`config.mk`:
```
export PLATFORM = sky130hd
export DESIGN_NAME = mips_multicycle_ctrl
export DESIGN_NICKNAME = d
export VERILOG_FILES = /design/src/rtl/mips_multicycle_ctrl.sv
export SDC_FILE = /design/constraint.sdc
export NUM_CORES = 1
export LEC_CHECK = 0
export CAP_MARGIN = 25
export CORE_ASPECT_RATIO = 0.8
export CORE_MARGIN = 1.5
export CORE_UTILIZATION = 42
export CTS_CLUSTER_SIZE = 28
export DETAILED_ROUTE_END_ITERATION = 7
export PLACE_DENSITY = 0.84
export REMOVE_ABC_BUFFERS = 1
export SYNTH_ARGS = -nofsm -noshare
export SYNTH_HDL_FRONTEND = slang
export SYNTH_SLANG_ARGS = --single-unit
```
`constraint.sdc`:
```
create_clock -name clk -period 2.7 [get_ports clk]
set_clock_uncertainty 0.15 [all_clocks]
set_input_delay 0.54 -clock clk [delete_from_list [all_inputs] [get_ports clk]]
set_output_delay 0.54 -clock clk [all_outputs]
set_load 0.05 [all_outputs]
```
`src/rtl/mips_multicycle_ctrl.sv`:
```
// Multi-cycle MIPS control FSM: sequences FETCH/DECODE/EXEC/MEM/WB over a shared
// memory port and drives PC, IR, register-file, ALU-mux and memory controls.
module mips_multicycle_ctrl (
   input  logic       clk,
   input  logic       reset_n,
   input  logic [5:0] opcode,
   input  logic       mem_ready,
   output logic       mem_req,
   output logic       mem_we,
   output logic [1:0] mem_size,
   output logic       iord,
   output logic       ir_write,
   output logic       pc_write,
   output logic       pc_write_cond,
   output logic [1:0] pc_src,
   output logic       alu_src_a,
   output logic [1:0] alu_src_b,
   output logic [6:0] alu_op,
   output logic       reg_write,
   output logic [1:0] reg_dst,
   output logic [1:0] mem_to_reg,
   output logic       retire,
   output logic       illegal,
   output logic [2:0] state
);

   typedef enum logic [2:0] {
      S_FETCH  = 3'd0,
      S_DECODE = 3'd1,
      S_EXEC   = 3'd2,
      S_MEM    = 3'd3,
      S_WB     = 3'd4,
      S_TRAP   = 3'd5
   } state_t;

   state_t     state_q, state_n;
   logic [5:0] op_q;
   logic       illegal_q;

   function automatic logic is_r(input logic [5:0] op);
      return op == 6'd0;
   endfunction
   function automatic logic is_br(input logic [5:0] op);
      return (op == 6'd1) || (op == 6'd4) || (op == 6'd5);
   endfunction
   function automatic logic is_j(input logic [5:0] op);
      return (op == 6'd2) || (op == 6'd3);
   endfunction
   function automatic logic is_imm(input logic [5:0] op);
      return (op == 6'd8) || (op == 6'd10) || (op == 6'd12) || (op == 6'd13);
   endfunction
   function automatic logic is_ld(input logic [5:0] op);
      return (op == 6'd32) || (op == 6'd33) || (op == 6'd35);
   endfunction
   function automatic logic is_st(input logic [5:0] op);
      return (op == 6'd40) || (op == 6'd41) || (op == 6'd43);
   endfunction
   function automatic logic is_legal(input logic [5:0] op);
      return is_r(op) || is_br(op) || is_j(op) || is_imm(op) || is_ld(op) || is_st(op);
   endfunction

   // op_q captures the opcode in DECODE so later states ignore the live IR bits
   always_ff @(posedge clk) begin
      if (!reset_n) begin
         state_q   <= S_FETCH;
         op_q      <= 6'd0;
         illegal_q <= 1'b0;
      end else begin
         state_q <= state_n;
         if (state_q == S_DECODE) op_q <= opcode;
         if (state_n == S_TRAP) illegal_q <= 1'b1;
      end
   end

   always_comb begin
      state_n = state_q;
      case (state_q)
         S_FETCH:  if (mem_ready) state_n = S_DECODE;
         S_DECODE: begin
            if (!is_legal(opcode))  state_n = S_TRAP;
            else if (is_j(opcode))  state_n = S_FETCH;
            else                    state_n = S_EXEC;
         end
         S_EXEC: begin
            if (is_br(op_q))                     state_n = S_FETCH;
            else if (is_ld(op_q) || is_st(op_q)) state_n = S_MEM;
            else                                 state_n = S_WB;
         end
         S_MEM:    if (mem_ready) state_n = is_st(op_q) ? S_FETCH : S_WB;
         S_WB:     state_n = S_FETCH;
         S_TRAP:   state_n = S_TRAP;
         default:  state_n = S_FETCH;
      endcase
   end

   // All outputs are forced low while reset is held so an aborted instruction
   // never writes the PC, register file or memory.
   always_comb begin
      mem_req       = 1'b0;
      mem_we        = 1'b0;
      mem_size      = 2'd0;
      iord          = 1'b0;
      ir_write      = 1'b0;
      pc_write      = 1'b0;
      pc_write_cond = 1'b0;
      pc_src        = 2'd0;
      alu_src_a     = 1'b0;
      alu_src_b     = 2'd0;
      alu_op        = 7'd0;
      reg_write     = 1'b0;
      reg_dst       = 2'd0;
      mem_to_reg    = 2'd0;
      retire        = 1'b0;
      illegal       = 1'b0;
      state         = 3'd0;
      if (reset_n) begin
         state = state_q;
         case (state_q)
            S_FETCH: begin
               mem_req   = 1'b1;
               mem_size  = 2'd3;
               alu_src_b = 2'd1;
               if (mem_ready) begin
                  ir_write = 1'b1;
                  pc_write = 1'b1;
               end
            end
            S_DECODE: begin
               alu_src_b = 2'd3;
               if (is_j(opcode)) begin
                  pc_write = 1'b1;
                  pc_src   = 2'd2;
                  retire   = 1'b1;
                  if (opcode == 6'd3) begin
                     reg_write  = 1'b1;
                     reg_dst    = 2'd2;
                     mem_to_reg = 2'd2;
                  end
               end
            end
            S_EXEC: begin
               alu_src_a = 1'b1;
               alu_op    = is_r(op_q) ? 7'd0 : {1'b1, op_q};
               alu_src_b = (is_r(op_q) || is_br(op_q)) ? 2'd0 : 2'd2;
               if (is_br(op_q)) begin
                  pc_write_cond = 1'b1;
                  pc_src        = 2'd1;
                  retire        = 1'b1;
               end
            end
            S_MEM: begin
               mem_req = 1'b1;
               iord    = 1'b1;
               mem_we  = is_st(op_q);
               case (op_q[1:0])
                  2'b00:   mem_size = 2'd1;
                  2'b01:   mem_size = 2'd2;
                  default: mem_size = 2'd3;
               endcase
               if (mem_ready && is_st(op_q)) retire = 1'b1;
            end
            S_WB: begin
               reg_write  = 1'b1;
               reg_dst    = is_r(op_q) ? 2'd1 : 2'd0;
               mem_to_reg = is_ld(op_q) ? 2'd1 : 2'd0;
               retire     = 1'b1;
            end
            S_TRAP:  illegal = illegal_q;
            default: ;
         endcase
      end
   end

endmodule

```
==> out/metrics.cfg, run 1 <==
[floorplanning]
die_height_um = 41.4
die_w_um = 51.1
num_rows = 13
num_io_pins = 39
initial_core_util_pct = 46.3

[place]
post-place-ws_ps = -365
gp_congestion = 0.919
place_hpwl_um = 3080
port_buffers = 38
dpl-instance-area_um2 = 1600

[clocking]
h-tree-depth = 1
clk_path_buf_depth = 2
root_buffer = clkbuf_4
numCtsBuffers = 3
ctsHoldBuffers = 0
cts_resized = 16
post_cts_buffers = 1
clock_sinks = 10

[yosys]
yosysSeqAreaShare_pct = 25.8
syn-instance-count = 102
synthSimpleGateAreaFrac_pct = 43.1
synthTopCellsByArea = dfxtp_1 26%, mux2i_1 7.7%, nor2_1 7.3%
ys_async_sr_fraction_pct = 0
synth.area.mux_share_pct = 9.19
synth_area_per_cell_um2 = 7.61
synth_common_cells = 15 x nor2_1, 10 x dfxtp_1, 8 x and3_1
synth_top_family_by_area = simple AND/OR/NAND/NOR gates
synth_area_um2 = 776
ys_types = 38
synth_top_area_share_pct = 25.8
synth_xor_xnor_area_share_pct = 0
yosysWarnings = 0
yosys.area_share.adder_pct = 0
synth_top_area_cell = dfxtp_1
synth_compound_area_share_pct = 18.5
ys_ff_latch = 10
yosysMostFrequentCell = nor2_1
yosys_most_used_dff = dfxtp_1
synth_edf_count = 0

[outcome]
haltStage = clock tree synthesis (4_1_cts)
status = did not finish
firstError = [ERROR DPL-0038] Utilization greater than 100%, impossible to legalize

-- kinds of logic after synthesis --
group / after synthesis
buffers and inverters: 6
flip-flops: 10
AND/OR/NAND/NOR: 60
AO/OA/AOI/OAI: 19
multiplexers: 7
-- metrics by stage --
stage | instances | hold slack [ps]
detailed placement | 176 | 323
floorplan | 98 | 264
global placement | 176 | 292
==> inputs of run 2 (changes only) <==
CORE_AREA = 2 2 63 65   (was default)
CORE_ASPECT_RATIO = default   (was 0.8)
CORE_MARGIN = default   (was 1.5)
CORE_UTILIZATION = default   (was 42)
CTS_CLUSTER_SIZE = default   (was 28)
DIE_AREA = 0 0 65 67   (was default)
PLACE_DENSITY = default   (was 0.84)
PLACE_DENSITY_LB_ADDON = 0.15   (was default)
==> out/metrics.cfg, run 2 <==
[global_routing]
grt_max_degree = 15
antenna_found_initial = 0
use_met1_pct = 15.6
grt_pass1_vias = 894
busiest_layer = met2
grt_pass1_wl_um = 4320
grt_usage_pct = 12.8
met2_usage_pct = 21.8
gr-total-overflow = 0
use_met3_pct = 2.70

[setup_path]
r2r_cells = 4
r2r-end = op_q[1]
crit_type = reg -> out
rrSetupSlack_ps = 920
cp.arrival_ps = 1960
r2r-start = state_q[0]
cp_max_fo = 6
crit_path_start_kind = register
endpoint_kind = primary output
required_ps = 2010

[timing]
setup_slack_ps = 53.1
hold_viol = 0
period_minus_slack_ps = 2650
finalSetupViolations = 0
drv_slew = 0
worst_pin_slew_ps = 606
slew-limit-headroom_pct = 59.0
holdWs_ps = 292
post-route-period-util_pct = 98.0
tns_ps = 0
timing.fmax_mhz = 378

[route]
ant_nets = 0
drt_iter0_drc = 10
dr_total_vias = 966
finalWirelength_um = 2680
drc = 0
first_pass_iters = 6
wl_per_cell_um = 12.8
vias_per_cell = 4.60

[place]
gp_congestion = 0.775  ; -16%
place_hpwl_um = 2270  ; -26%
place_inst = 206  ; +17%
port_buffers = 38  ; unchanged
post-place-ws_ps = -260  ; +105 ps
dpl-instance-area_um2 = 1660  ; +3.9%

[worst_hold_path]
hold_depth = 2
hold_end = illegal_q
hold_start = illegal_q
min_path_type = reg -> reg

[final_layout]
drive_gt1_share_pct = 44.4
layout_commonest_cell = buf_12
antenna_cells = 0
regMostFlops = op_q
syn_to_final_growth_pct = 127
final_cell_mix = 30 x buf_12, 22 x buf_4, 15 x nor2_1, 9 x dfxtp_1, 8 x and3_1
top_regs = op_q: 6 flops, state_q: 3 flops, illegal_q: 1 flops
nNetsFinal = 172
fin_area_um2 = 1760
largest_register_ffs = 6
instances_no_fill = 210
nFillCells = 342

[power_and_ir_drop]
p_leak_nw = 0.742
clkPwrFrac_pct = 25.3
p_int_mw = 0.469
comb_power_share_pct = 48.4
p_sw_share_pct = 37.1
ir_drop_uv = 224
cellPowerDensity_nw_per_um2 = 423
switchingPower_mw = 0.277
sequentialPowerShare_pct = 26.3

[floorplanning]
initial_core_util_pct = 21.5  ; -25 points
die_height_um = 67  ; +62%
die_w_um = 65  ; +27%
dieArea_um2 = 4360
coreArea_um2 = 3610
num_rows = 22  ; +9
num_io_pins = 39  ; unchanged

[yosys]
yosysWarnings = 0  ; unchanged
yosys_most_used_dff = dfxtp_1
ys_types = 38  ; unchanged
synth_top_area_cell = dfxtp_1
ys_ff_latch = 10  ; unchanged
ys_async_sr_fraction_pct = 0  ; unchanged
synth_area_per_cell_um2 = 7.61  ; unchanged
synthTopCellsByArea = dfxtp_1 26%, mux2i_1 7.7%, nor2_1 7.3%
syn-instance-count = 102  ; unchanged
yosysSeqAreaShare_pct = 25.8  ; unchanged
synth_top_area_share_pct = 25.8  ; unchanged
synth_area_um2 = 776  ; unchanged
synth_common_cells = 15 x nor2_1, 10 x dfxtp_1, 8 x and3_1
yosysMostFrequentCell = nor2_1
synth_edf_count = 0  ; unchanged

[clocking]
h-tree-depth = 1  ; unchanged
post_cts_buffers = 0  ; -1
cts_tree = done
clock_sinks = 10  ; unchanged
root_buffer = clkbuf_8
worstSkewPairLatency_ps = 240
clk_path_buf_depth = 2  ; unchanged
ctsHoldBuffers = 0  ; unchanged
cts.clk_slew.worst_paths_ps = 50
numCtsBuffers = 3  ; unchanged

[flow_run]
maxCapViolations = 0

[outcome]
status = complete, no violations

==> run 2: how the worst max path moves through the flow <==
stage	start	to	slack, ps	depth (start not counted)
final	op_q[1]	retire	50	6
after global routing	opcode[2]	retire	-10	8
after CTS	op_q[1]	retire	20	6
after detailed placement	opcode[5]	retire	-260	8
after global placement	opcode[5]	retire	-230	8
after floorplan	reset_n	reg_dst[0]	-1090	4
==> run 2: cells by family after synthesis <==
kind of cell | count (synthesis) | share of synthesized area (%)
DFF | 10 | 25.8
buffers and inverters | 6 | 3.39
muxes | 7 | 9.19
and+or+nand+nor | 60 | 43.1
AOI/OAI and AO/OA | 19 | 18.5
==> run 2: power groups by stage <==
stage	Combinational [mW]	Sequential, mW	Clock (mW)
after floorplan	0.187	0.189	0
after global placement	0.351	0.195	0
after detailed placement	0.352	0.196	0
after CTS	0.359	0.194	0.193
after global routing	0.379	0.200	0.195
final	0.361	0.196	0.189
==> run 2: stage by stage <==
stage,total power [mW],utilization (%)
4_1_cts,0.746,48.2
5_1_grt,0.775,48.9
2_1_floorplan,0.376,-
6_report,0.745,48.9
3_3_place_gp,0.546,46.1
3_5_place_dp,0.548,46.1
==> run 2: what timing repair did <==
item,in CTS,in global routing
cloned,0,0
setup endpoints to repair,6,11
pin swaps,1,2
gates resized for setup,8,6
==> run 2: area by class of cell <==
type / instances / area (um2) / share of cell area [%]
sequential: 10 / 201 / 11.4
inverter: 2 / 7.51 / 0.426
multi-input combinational: 86 / 594 / 33.7
tap: 48 / 60.1 / 3.41
timing repair buffer: 60 / 845 / 47.9
clock buffer: 4 / 55.1 / 3.12
==> run 2: worst max-delay path, cell delays in order (launching register included) <==
cell      delay, ps
dfxtp_1         360
or4_4           530
o21bai_4        210
o22a_2          250
o32ai_2          90
buf_4           150
buf_12          120
==> run 2: metal layers <==
| metal | vias up | part of all wire [%] |
|---|---|---|
| met5 | - | 0 |
| met4 | 0 | 1.6 |
| met3 | 5 | 6.9 |
| met2 | 35 | 47 |
| met1 | 431 | 44 |
| li1 | 495 | - |
Power figures use the tool's default switching activity.
